--- src/rtl/dmem_responder.sv ---
// Single-port data memory that answers one processor request at a time after a
// fixed number of wait states, and flags completion when DONE_ADDR is stored to.
module dmem_responder #(
    parameter int                WIDTH     = 32,
    parameter int                DEPTH     = 64,
    parameter int                WAIT      = 2,
    parameter logic [WIDTH-1:0]  DONE_ADDR = 32'h0000_0100
) (
    input  logic             clk,
    input  logic             rst_n,
    input  logic             req_valid,
    input  logic             req_we,
    input  logic [WIDTH-1:0] req_addr,
    input  logic [WIDTH-1:0] req_wdata,
    output logic             req_ready,
    output logic             rsp_valid,
    input  logic             rsp_ready,
    output logic [WIDTH-1:0] rsp_rdata,
    output logic             rsp_err,
    output logic             done,
    output logic [WIDTH-1:0] done_value,
    output logic [1:0]       state_dbg
);

    // Handshakes: a request transfers on a rising edge where req_valid && req_ready;
    // a response transfers on a rising edge where rsp_valid && rsp_ready. rsp_* is
    // held constant from the first rsp_valid cycle until that transfer.

    localparam int AW = (DEPTH > 1) ? $clog2(DEPTH) : 1;

    typedef enum logic [1:0] {
        ST_IDLE = 2'd0,
        ST_WAIT = 2'd1,
        ST_RESP = 2'd2
    } state_t;

    state_t           state;
    logic [3:0]       cnt;
    logic             c_we;
    logic [WIDTH-1:0] c_addr;
    logic [WIDTH-1:0] c_wdata;
    logic [WIDTH-1:0] mem [DEPTH];

    logic             req_err;
    logic [WIDTH-1:0] req_rdata;
    logic             cap_err;
    logic [WIDTH-1:0] cap_rdata;

    assign state_dbg = state;

    function automatic logic is_done_store(input logic we, input logic [WIDTH-1:0] addr);
        return we && (addr == DONE_ADDR) && (DONE_ADDR[1:0] == 2'b00);
    endfunction

    // The full address takes part in the range check, so high bits never alias.
    function automatic logic calc_err(input logic we, input logic [WIDTH-1:0] addr);
        if (is_done_store(we, addr))
            return 1'b0;
        return (addr[1:0] != 2'b00) || ((addr >> 2) >= WIDTH'(DEPTH)) || (addr == DONE_ADDR);
    endfunction

    always_comb begin
        req_err   = calc_err(req_we, req_addr);
        req_rdata = '0;
        if (!req_we && !req_err)
            req_rdata = mem[req_addr[AW+1:2]];
        cap_err   = calc_err(c_we, c_addr);
        cap_rdata = '0;
        if (!c_we && !cap_err)
            cap_rdata = mem[c_addr[AW+1:2]];
    end

    always_ff @(posedge clk or negedge rst_n) begin
        if (!rst_n) begin
            state      <= ST_IDLE;
            cnt        <= '0;
            c_we       <= 1'b0;
            c_addr     <= '0;
            c_wdata    <= '0;
            req_ready  <= 1'b1;
            rsp_valid  <= 1'b0;
            rsp_rdata  <= '0;
            rsp_err    <= 1'b0;
            done       <= 1'b0;
            done_value <= '0;
            for (int i = 0; i < DEPTH; i++)
                mem[i] <= '0;
        end else begin
            case (state)
                ST_IDLE: begin
                    if (req_valid) begin
                        c_we      <= req_we;
                        c_addr    <= req_addr;
                        c_wdata   <= req_wdata;
                        cnt       <= 4'(WAIT);
                        req_ready <= 1'b0;
                        if (WAIT == 0) begin
                            state     <= ST_RESP;
                            rsp_valid <= 1'b1;
                            rsp_rdata <= req_rdata;
                            rsp_err   <= req_err;
                        end else begin
                            state <= ST_WAIT;
                        end
                    end
                end
                ST_WAIT: begin
                    cnt <= cnt - 4'd1;
                    if (cnt == 4'd1) begin
                        state     <= ST_RESP;
                        rsp_valid <= 1'b1;
                        rsp_rdata <= cap_rdata;
                        rsp_err   <= cap_err;
                    end
                end
                ST_RESP: begin
                    if (rsp_ready) begin
                        state     <= ST_IDLE;
                        req_ready <= 1'b1;
                        rsp_valid <= 1'b0;
                        rsp_rdata <= '0;
                        rsp_err   <= 1'b0;
                        cnt       <= '0;
                        // Stores commit only here, so an aborted transaction leaves no trace.
                        if (c_we && !cap_err) begin
                            if (is_done_store(c_we, c_addr)) begin
                                if (!done)
                                    done_value <= c_wdata;
                                done <= 1'b1;
                            end else begin
                                mem[c_addr[AW+1:2]] <= c_wdata;
                            end
                        end
                    end
                end
                default: begin
                    state     <= ST_IDLE;
                    req_ready <= 1'b1;
                    rsp_valid <= 1'b0;
                end
            endcase
        end
    end

endmodule

--- config.mk ---
export PLATFORM = sky130hd
export DESIGN_NAME = dmem_responder
export DESIGN_NICKNAME = d
export VERILOG_FILES = /design/src/rtl/dmem_responder.sv
export SDC_FILE = /design/constraint.sdc
export NUM_CORES = 2
export LEC_CHECK = 0
export BUFFER_PORTS_ARGS = -buffer_cell sky130_fd_sc_hd__clkbuf_2
export CAP_MARGIN = 20
export CORE_ASPECT_RATIO = 2
export CORE_MARGIN = 2
export CORE_UTILIZATION = 63
export CTS_CLUSTER_SIZE = 8
export DETAILED_ROUTE_END_ITERATION = 10
export PLACE_DENSITY_LB_ADDON = 0.25
export SLEW_MARGIN = 5
export SYNTH_ARGS = -nofsm -noshare
export SYNTH_HDL_FRONTEND = slang
export SYNTH_SLANG_ARGS = --single-unit
--- constraint.sdc ---
create_clock -name clk -period 2.8 [get_ports clk]
set_input_delay 0.28 -clock clk [delete_from_list [all_inputs] [get_ports clk]]
set_output_delay 0.28 -clock clk [all_outputs]
set_load 0.05 [all_outputs]
; Yosys cells after proc, flatten, opt, wreduce, memory -nomap -nowiden
; Cells that the tools add are included.
[word_totals]
reg_bits = 2187
inputBits = 69
output_inout_bits = 70
word_cells = 140
[op_classes]
n_lt_le_gt_ge = 3
n_eq_ne = 7
add_sub_neg = 1
n_reduce_logical = 21
mux = 28
bitwise = 5
[ops]
columns = cell, count
row1 = bitwise mux 2048 bit, 1
row2 = binary-select mux 32 bit (select 6 bit), 1
row3 = demux 32 bit (select 6 bit), 1
row4 = two-way mux 32 bit, 6
row5 = case mux 32 bit (2 select lines), 1
row6 = "== test 32 x 9 -> 1 bit, second input constant", 1
row7 = "greater-or-equal comparator 30 x 7 -> 1 bit, second input constant", 1
row8 = AND reduction 3 bit, 5
row9 = case mux 4 bit (3 select lines), 1
row10 = two-way mux 1 bit, 8
row11 = two-way mux 4 bit, 2
row12 = AND reduction 4 bit, 2
row13 = "greater-or-equal comparator 7 bit, second input constant", 1
row14 = "less-than comparator 7 x 1 -> 1 bit, second input constant", 1
row15 = inverter 6 -> 7 bit, 1
row16 = two-way mux 2 bit, 3
row17 = "inequality test 2 bit, second input constant", 3
row18 = case mux 1 bit (3 select lines), 2
row19 = case mux 2 bit (3 select lines), 1
row20 = AND reduction 5 bit, 1
row21 = "== test 4 x 1 -> 1 bit, second input constant", 1
row22 = logical AND 1 bit, 4
row23 = inverter 1 bit, 4
row24 = nonzero test 2 bit, 2
row25 = other kinds (9), 11

; Logic depth before layout (Yosys ltp)
[depth]
depth_word = 9
depth_mapped = 11
depth_no_buf = 8

; Worst setup path before layout
; No wires, ideal clock.
[synth_path]
path_kind = register to register
startpoint = register state[1] (netlist: state_dbg[1])
endpoint = register mem[529] (netlist bit)
t_arrival_ns = 2.492
period_less_slack_ns = 2.617
path_buffers = 1
path_slack_ns = 0.183
setup_time_ns = 0.125
stages_incl_launch_ff = 8
cell_sequence = dfrtp_1 > ha_1 > nand3_1 > nor2_2 > nand3_1 > nor2_1 > buf_2 > mux2_2
[synth_between]
elab_chain_cells = 2
[synth_rtl]
columns = element, line
row1 = start: declaration, 37  ; state_t state;
row2 = start signal: assignment, 75  ; state <= ST_IDLE;
row3 = start signal: assignment, 98  ; state <= ST_RESP;
row4 = start signal: assignment, 103  ; state <= ST_WAIT;
row5 = == test 2 bit, 89  ; case (state)
row6 = AND reduction 4 bit (no source line), --
row7 = end signal: indexed assignment, 131  ; mem[c_addr[AW+1:2]] <= c_wdata;
row8 = end: declaration, 42  ; logic [WIDTH-1:0] mem [DEPTH];
; Every way passes these cells.
; A chain may end at the register's enable or synchronous reset.

; Worst setup path after layout
[layout_path]
startpoint = register c_addr[7]
endpoint = register rsp_rdata[18]
[layout_between]
elab_chain_cells = 9
elab_cells_between_ends = 16
[layout_rtl]
columns = element, line
row1 = start: declaration, 40  ; logic [WIDTH-1:0] c_addr;
row2 = start signal: assignment, 93  ; c_addr <= req_addr;
row3 = greater-or-equal comparator 30 x 7 -> 1 bit / == test 32 x 9 -> 1 bit (equally long branches), "59, 52"
row4 = logical OR 1 bit / logical AND 1 bit (equally long branches), "59, 52"
row5 = logical OR 1 bit / two-way mux 1 bit (equally long branches), "59, 57"
row6 = two-way mux 1 bit, 59  ; return (addr[1:0] != 2'b00) || ((addr >> 2) >= WIDTH'(DEPTH)) || (addr == DONE_ADDR);
row7 = logical NOT 1 bit, 69  ; if (!c_we && !cap_err)
row8 = logical AND 1 bit, 69
row9 = two-way mux 32 bit (*), 69
row10 = two-way mux 32 bit (*), 109  ; if (cnt == 4'd1) begin
row11 = case mux 32 bit (2 select lines) (*), 89
row12 = end signal: assignment, 100  ; rsp_rdata <= req_rdata;
row13 = end signal: assignment, 112  ; rsp_rdata <= cap_rdata;
row14 = end: declaration, 18  ; output logic [WIDTH-1:0] rsp_rdata,
; Every way passes the cells marked *; elsewhere a longest branch is shown, timed or not. The select of a mux whose other input is x is not followed.

==> results_dict.tcl <==
set metrics [dict create \
    run_status "complete, but fails checks" \
    violations "negative setup slack" \
    first_iter_violations 7790 \
    crit_chain "buf_4 > or3b_2 > buf_4 > o22ai_1 > nand2_1 > o2111ai_1 > buf_4 > o31ai_1" \
    syn_inst 6976 \
    start_util_pct 63.4 \
    avgSynthCellArea_um2 14.1 \
    die_h_um 564 \
    grt_pass1_vias 74001 \
    die_area_mm2 0.160 \
    die_w_um 284 \
    hold_slack_ns 0.190 \
    required_ns 3.52 \
    power_frac_clock_pct 32.3 \
    cp_common_cell "buf_4" \
    hold_path.class "input pin to flop" \
    slowest_stage "dfrtp_1" \
    synth.top_cells.by_area "dfrtp_1, mux2_2, mux4_2" \
    synth.most_common_cell "mux2_2" \
    viasPerCell 7.27 \
    drc 0 \
    synth-seq-cells 2187 \
    setup_viol 6 \
    r2r_cells 8 \
    dp_cells 9131 \
    ios 139 \
    slew_violations 0 \
    yosysUniqueCellTypes 72 \
    setup_ws_ns -0.0686 \
    port_buffers 138 \
    synth_nets 7051 \
    firstDrtPassIters 6 \
    finalClockSkew_ns 0.0650 \
    h-tree-depth 5 \
    max_cap_violations 0 \
    grt_max_degree 145 \
    power.share.sequential_pct 33.1 \
    clk_pin_slew_ns 0.05 \
    drive_above_1_share_pct 49.5 \
    cts.sink_count 2187 \
    synth-main-ff-cell "dfrtp_1" \
    arrival_ns 3.59 \
    antenna_found_initial 18 \
    slew-limit-headroom_pct 22.3 \
    synth_edf_count 0 \
    irDropWorstVdd_mv 1.16 \
    power.total_mw 106 \
    cts.path.max_buffers 4 \
    synth_top_cell_by_area "dfrtp_1" \
    crit_type "flop to flop" \
    fin_crit_sh_pct 102 \
    power.switching_mw 41.0 \
    critical_path_peak_fanout 11 \
    hold_viol_final 0 \
    core_mm2 0.156 \
    netSwitchingFraction_pct 38.8 \
    synth_top_area_share_pct 55.4 \
    grt_pass1_wl_um 523000 \
    final_area_mm2 0.117 \
    clock.fmax_mhz 349 \
    place_area_mm2 0.107 \
    cts_tree "done" \
    hpwlAfterDp_um 234000 \
    root_buffer "clkbuf_16" \
    track_usage_pct 45.9 \
    rsz0062_at_grt "true" \
    min_period_ns 2.87 \
    vias 69860 \
    cp_slowest_stage_delay_ns 0.58 \
    worst_pin_slew_ns 1.16 \
    numCtsBuffers 315 \
    syn2layout_area_growth_pct 18.5 \
    netlist_area_mm2 0.0987 \
    clock_latency_ns 0.87 \
    routed_wl_um 368000 \
    pre_cts_ws_ns -0.422 \
    powerDensity_mw_per_mm2 905 \
    wl_per_cell_um 38.3 \
    grt-ovfl-total 0 \
    hold_depth 3 \
    fill_cells 9421 \
    yosysWarningCount 0 \
    ys_top_cells_by_count "mux2_2, dfrtp_1, clkbuf_1" \
    cp-start-kind "flop" \
    p_leak_nw 56.8 \
    pwr-share-comb_pct 34.6 \
    endpoint_kind "flop" \
    synth.yosys.seq_area_share_pct 55.5 \
    routabilityCongestion 0.987 \
    fin_nets 7555 \
    internal_power_mw 64.8 \
    ys_async_sr_fraction_pct 100 \
    final_antenna_net_count 0 \
    finalNonFillerCells 9611 \
    rows 205 \
]
-- per-layer routing --
layer  up-vias  GRT usage, %  share of wire (%)
met5         -             0              0.042
met4        18          45.8                 13
met3      2101          12.7                 11
met2      4863          69.2                 44
met1     36186          51.9                 32
li1      26692             -                  -
-- worst paths after layout --
| check | from | to | slack (ns) |
|---|---|---|---|
| worst max register to register | c_addr[7]$_DFFE_PN0P_ | rsp_rdata[18]$_DFFE_PN0P_ | -0.07 |
| max in group asynchronous | rst_n | mem[1515]$_DFFE_PN0P_ | 1.00 |
| worst min register to register | mem[70]$_DFFE_PN0P_ | mem[70]$_DFFE_PN0P_ | 0.48 |
| min in group asynchronous | rst_n | mem[574]$_DFFE_PN0P_ | 0.25 |
| worst min-delay path | req_wdata[24] | c_wdata[24]$_DFFE_PN0P_ | 0.19 |
| worst max-delay path | c_addr[7]$_DFFE_PN0P_ | rsp_rdata[18]$_DFFE_PN0P_ | -0.07 |
-- critical path, delay by kind of cell, from the launching register on --
kind | cells | cell delay, ns
buffers and inverters | 3 | 0.96
AND/OR/NAND/NOR | 2 | 0.66
flip-flops | 1 | 0.58
AO/OA/AOI/OAI | 3 | 0.50
-- placed cells by master (no fill, tap or decap), drive strengths merged, types with 14 or more instances in the layout --
cell type	instances
a221oi	22
nor3	24
a21oi	143
a32o	21
a22oi	39
o221ai	129
a2111oi	15
a211oi	24
dfrtp	2186
nand2	130
buf	689
mux2i	140
nand3	20
a22o	15
o22a	28
dlygate4sd3	68
inv	17
a2bb2oi	22
nor2	172
o22ai	312
nor4	14
mux4	173
o21ai	137
mux2	2323
clkbuf	493
-- timing repair --
action	in CTS	in global routing
setup buffers	8	15
hold endpoints to repair	1151	0
pin swaps	4	7
gates cloned	1	7
hold buffers	68	0
endpoints found under the setup margin	1091	216
gates resized for setup	41	50
-- flip-flops by register name, indices dropped and copies added, names as in the netlist --
signal and flops:
mem 2048, done_value 32, rsp_valid 1, rsp_rdata 32
req_ready 1, c_addr 32, done 1, c_wdata 32
c_we 1, rsp_err 1, cnt 4, state_dbg 2
-- per-stage QoR --
stage,utilization (%),TNS [ns]
global route,75.1,-0.154
floorplan,-,0
detailed placement,68.6,-12.37
CTS,74.7,0
finish,75.1,-0.261
global placement,68.6,-17.44
-- final cells by class --
class                      instances  area (um2)  share of cell area (%)
tap                             2070        2590                    2.22
clock inverter                    20         405                   0.347
multi-input combinational       4063       41100                    35.2
sequential                      2187       54800                    46.9
inverter                          11        45.0                  0.0385
timing repair buffer             902        9840                    8.41
clock buffer                     349        8100                    6.92
antenna                            9        22.5                  0.0193
-- cell families (layout without fill, tap and decap cells) --
family                   count (synthesis)  in the layout  share of synthesized area [%]
adder cells (fa/ha/maj)                  6              6                         0.0761
flip-flops                            2187           2187                           55.5
buffers and inverters                  726           1282                           3.65
multiplexers                          2636           2636                           31.9
other                                    0              9                              0
AO/OA/AOI/OAI                          993            993                           6.89
AND/OR/NAND/NOR                        428            428                           2.02
-- power groups by stage --
stage | clock, mW | combinational, mW | sequential (mW)
final | 34.1 | 36.6 | 35.1
after global routing | 35.5 | 36.8 | 35.1
after CTS | 34.1 | 33.8 | 35.2
after detailed placement | 0 | 33.3 | 35.7
after global placement | 0 | 32.8 | 35.7
after floorplan | 0 | 18.1 | 33.4
Power figures use the tool's default switching activity.
